**src/rtl/divider_16bit.sv**
```systemverilog
// Sequential 16-bit restoring divider with start/done handshake, 16 steps per operation.
// Define DIVIDER_16BIT_SIGNED_EN for two's-complement operands (truncation toward zero).
module divider_16bit (
   input  logic        clk,
   input  logic        reset,
   input  logic        start,
   input  logic [15:0] x,
   input  logic [15:0] y,
   output logic [15:0] q,
   output logic [15:0] r,
   output logic        busy,
   output logic        done,
   output logic        div_zero
);

   localparam logic [1:0] IDLE = 2'd0;
   localparam logic [1:0] RUN  = 2'd1;
   localparam logic [1:0] DONE = 2'd2;

   logic [1:0]  state;
   logic [3:0]  cnt;
   logic [16:0] p;
   logic [15:0] d;
   logic [15:0] yr;

   logic [16:0] p_shift;
   logic [16:0] diff;
   logic [16:0] p_step;
   logic        qbit;
   logic [15:0] q_raw;
   logic [15:0] q_fix;
   logic [15:0] r_fix;
   logic [15:0] x_mag;
   logic [15:0] y_mag;

`ifdef DIVIDER_16BIT_SIGNED_EN
   logic neg_q;
   logic neg_r;

   // operand magnitudes and sign fix-up of the final step
   always_comb begin
      x_mag = x[15] ? (16'd0 - x) : x;
      y_mag = y[15] ? (16'd0 - y) : y;
      q_fix = neg_q ? (16'd0 - q_raw) : q_raw;
      r_fix = neg_r ? (16'd0 - p_step[15:0]) : p_step[15:0];
   end
`else
   // unsigned build: operands and results pass straight through
   always_comb begin
      x_mag = x;
      y_mag = y;
      q_fix = q_raw;
      r_fix = p_step[15:0];
   end
`endif

   // one restoring step: the borrow out of the 17-bit subtract decides restore
   always_comb begin
      p_shift = {p[15:0], d[15]};
      diff    = p_shift - {1'b0, yr};
      if (!diff[16]) begin
         p_step = diff;
         qbit   = 1'b1;
      end else begin
         p_step = p_shift;
         qbit   = 1'b0;
      end
      q_raw = {d[14:0], qbit};
   end

   // control FSM, datapath registers and registered outputs
   always_ff @(posedge clk or posedge reset) begin
      if (reset) begin
         state    <= IDLE;
         cnt      <= 4'd0;
         p        <= 17'd0;
         d        <= 16'd0;
         yr       <= 16'd0;
         q        <= 16'd0;
         r        <= 16'd0;
         busy     <= 1'b0;
         done     <= 1'b0;
         div_zero <= 1'b0;
`ifdef DIVIDER_16BIT_SIGNED_EN
         neg_q    <= 1'b0;
         neg_r    <= 1'b0;
`endif
      end else begin
         case (state)
            IDLE, DONE: begin
               done <= 1'b0;
               busy <= 1'b0;
               if (start) begin
                  if (y == 16'd0) begin
                     q        <= 16'hFFFF;
                     r        <= x;
                     div_zero <= 1'b1;
                     done     <= 1'b1;
                     state    <= DONE;
                  end else begin
                     p     <= 17'd0;
                     d     <= x_mag;
                     yr    <= y_mag;
                     cnt   <= 4'd0;
                     busy  <= 1'b1;
                     state <= RUN;
`ifdef DIVIDER_16BIT_SIGNED_EN
                     neg_q <= x[15] ^ y[15];
                     neg_r <= x[15];
`endif
                  end
               end else begin
                  state <= IDLE;
               end
            end
            RUN: begin
               p   <= p_step;
               d   <= q_raw;
               cnt <= cnt + 4'd1;
               if (cnt == 4'd15) begin
                  q        <= q_fix;
                  r        <= r_fix;
                  div_zero <= 1'b0;
                  done     <= 1'b1;
                  busy     <= 1'b0;
                  state    <= DONE;
               end else begin
                  state <= RUN;
               end
            end
            default: begin
               state <= IDLE;
               busy  <= 1'b0;
               done  <= 1'b0;
            end
         endcase
      end
   end

endmodule

```
**config.mk**
```make
export PLATFORM = sky130hd
export DESIGN_NAME = divider_16bit
export DESIGN_NICKNAME = d
export VERILOG_FILES = /design/src/rtl/divider_16bit.sv
export SDC_FILE = /design/constraint.sdc
export NUM_CORES = 1
export LEC_CHECK = 0
export ABC_AREA = 0
export ABC_CLOCK_PERIOD_IN_PS = 3950
export CAP_MARGIN = 30
export CORE_MARGIN = 1.5
export CORE_UTILIZATION = 64
export DETAILED_ROUTE_END_ITERATION = 7
export DONT_BUFFER_PORTS = 1
export PLACE_DENSITY = 0.8
export RECOVER_POWER = 100
export SYNTH_ARGS = -nofsm -noshare
export SYNTH_HDL_FRONTEND = slang
export SYNTH_SLANG_ARGS = --single-unit
```
**constraint.sdc**
```tcl
create_clock -name clk -period 3.95 [get_ports clk]
set_input_delay 0.79 -clock clk [delete_from_list [all_inputs] [get_ports clk]]
set_output_delay 0.79 -clock clk [all_outputs]
set_load 0.005 [all_outputs]
```
==> impl_results.md <==
* Antenna violations before repair at 0
* Crit. Startpoint: cnt[0]
* Commonest cells after routing, fill and taps aside: nand2_1, dfrtp_1, nor2_1
* Cts hold-fix bufs at 0
* Root buffer cell: clkbuf_8
* Die Area at 7850 µm²
* P_sw at 2.58 mW
* Crit path kind: flip-flop to flip-flop
* CTS tree: yes
* Hold WC Path Type: input pin to asynchronous set/reset pin
* Final net count at 575
* Worst skew pair latency at 370 ps
* Pwr Total at 5.37 mW
* CP startpoint kind: flip-flop
* Post-synth cell types at 56
* Arr. time, crit path at 3610 ps
* Reg2reg path depth at 9
* Number of global-route vias before repair at 3631
* Clk slew on worst S/H paths at 110 ps
* Status: finished with violations
* DP Wirelength at 7960 µm
* TNS Setup at 0 ps
* Fin worst setup slack at 573 ps
* VDD IR max at 0.532 mV
* Grt ovf at 0
* Layout cells sized above 1 at 5.50%
* Primary FF master, synth: dfrtp_1
* Combinational power share at 57.0%
* P_leak at 2.20 nW
* Syn nets at 588
* Vias per inst at 6.25
* Switching power share of the total at 48.1%
* Avg Cell Area, Syn at 8.76 µm²
* Pre-CTS setup slack at 936 ps
* Area of the mapped netlist at 4690 µm²
* Reg power frac at 31.5%
* Final Skew at 16.4 ps
* Int Power at 2.79 mW
* FF-to-FF setup slack at 570 ps
* GPL Wtd Cong at 0.890
* Cells after Synth at 535
* Final period utilization at 85.5%
* Pins over their slew limit at 71
* Power Density at 1090 nW/µm²
* # IOs at 70
* Register area share after synthesis at 47.5%
* Worst-Margin Slew at 2070 ps
* Worst R2R Start: cnt[0]
* Worst setup path end: r[11]
* Global-route wire length before repair at 17300 µm
* FMAX at 296 MHz
* Routed WL per cell at 17.2 µm
* RSZ-0062 raised after global routing: false
* Worst EP required at 4190 ps
* Setup Buffers After CTS at 0
* CP Capture Type: flip-flop
* Reg2reg end: r[11]
* Largest net degree at the start of global routing at 43
* Crit path time final at 3380 ps
* Count of input and output buffers at 0
* Fraction of registers with async set/reset at 100%
* DRT iter0 DRCs at 222
* N_diodes at 0
* Yosys synthesis warning count at 0
* Clk buf depth at 2
* H-tree depth at 3
* Most common cell after layout, fill and taps aside: nand2_1
* Area Overhead vs Synth at 5.15%
* CP Max Fanout at 29
* Die width at 88.6 µm
* Number of buffers created by CTS at 9
* Post-synth EDFFs at 0
* Final hold violation count at 0
* Failing checks: max-capacitance violations, max-slew violations
* CTS resizes at 0
* DRT Wirelength at 10800 µm
* # setup viols final at 0
* Detailed-route DRC error count at 0
* Initial core utilization at 65.3%
* DRT Pass-1 Iters at 5
* Row Count at 31
* Vias post-DR at 3915
* Core Area at 7180 µm²
* Total global-route track usage at 29.1%
* Clock share of power at 11.5%
* CTS sink count at 89
* ANT nets after route at 0
* Max-capacitance violation count at 2
* Chip height at 88.6 µm
* Slew margin rel. at -38.3%
* #FFs+latches synth at 89
worst min-delay path by stage:
stage,from,to,slack [ps],cells past startpoint
2_1_floorplan,yr[0],yr[0],450,2
3_3_place_gp,yr[0],yr[0],480,2
3_5_place_dp,yr[0],yr[0],480,2
4_1_cts,reset,q[2],250,1
5_1_grt,reset,q[2],490,1
6_report,reset,q[2],440,1
metrics by stage:
step / instance area [µm²] / cells / util (%) / hold slack (ps)
final: 4930 / 626 / 68.7 / 436
after global routing: 4930 / 626 / 68.7 / 487
after CTS: 4950 / 626 / 69.0 / 253
after detailed placement: 4760 / 610 / 66.3 / 485
after global placement: 4730 / 609 / 65.9 / 480
after floorplan: 4690 / 535 / - / 450
metal layers:
layer	track usage (%)	vias up	part of all wire [%]
li1	-	1857	-
met2	45.8	146	47
met4	9.94	0	1.6
met5	0	-	0
met3	5.04	16	7.0
met1	40.9	1896	44
worst max-delay path, cell delays in order (launching register included):
cell and delay, ps:
dfrtp_1 440, ha_1 260, nand4_1 110, clkbuf_1 360
inv_1 90, nor2_1 720, inv_1 670, o211ai_1 370
o22a_1 170, o21ai_1 70
kinds of logic (layout without fill, tap and decap cells):
kind of cell | Yosys count | after routing | synth area share (%)
AOI/OAI and AO/OA | 155 | 155 | 20.4
xor gates and xnor gates | 11 | 11 | 2.05
adders and majority gates | 18 | 18 | 4.96
buffers and inverters | 55 | 47 | 4.96
DFF | 89 | 89 | 47.5
muxes | 6 | 6 | 1.28
and+or+nand+nor | 201 | 201 | 18.8
power groups by stage:
| stage | clock network [mW] | logic (mW) | registers (mW) |
|---|---|---|---|
| 2_1_floorplan | 0 | 2.49 | 1.60 |
| 3_3_place_gp | 0 | 2.93 | 1.69 |
| 3_5_place_dp | 0 | 3.02 | 1.71 |
| 4_1_cts | 0.628 | 3.03 | 1.69 |
| 5_1_grt | 0.673 | 3.42 | 1.75 |
| 6_report | 0.619 | 3.06 | 1.69 |
state kept, by name, summed over array words and instances (netlist names):
signal and cells:
done 1, q 16, div_zero 1, r 16, cnt 4, busy 1, p 16, yr 16
d 16, state 2
cells in the mapped netlist, drive strengths merged (2+ instances only):
master / n / area [µm²]
and3: 3 / 23.8
dfrtp: 89 / 2230
a21o: 6 / 45.0
nand4: 9 / 56.3
nor3: 5 / 25.0
o21bai: 2 / 15.0
nor2b: 2 / 12.5
nand2: 94 / 353
nand3: 13 / 65.1
o22a: 3 / 26.3
o21ai: 44 / 220
ha: 17 / 213
a21oi: 46 / 249
nand2b: 8 / 50.1
a221oi: 2 / 17.5
o211ai: 13 / 103
o31ai: 2 / 15.0
o21a: 2 / 15.0
or3: 3 / 18.8
a31oi: 22 / 138
nor2: 52 / 198
xnor2: 5 / 43.8
nor4: 6 / 37.5
buf: 8 / 56.3
mux2i: 6 / 60.1
clkbuf: 24 / 90.1
inv: 23 / 86.3
o22ai: 2 / 12.5
xor2: 6 / 52.6
final cells by class:
class / instances / area, µm²
fillers: 575 / 2250
multi-input cells: 391 / 2230
flip-flops and latches: 89 / 2230
clock buffers: 9 / 124
well taps: 99 / 124
inverters: 23 / 87.6
clock inverters: 7 / 73.8
repair buffers: 8 / 65.1
Note: power is estimated with default switching activity, not from simulation.
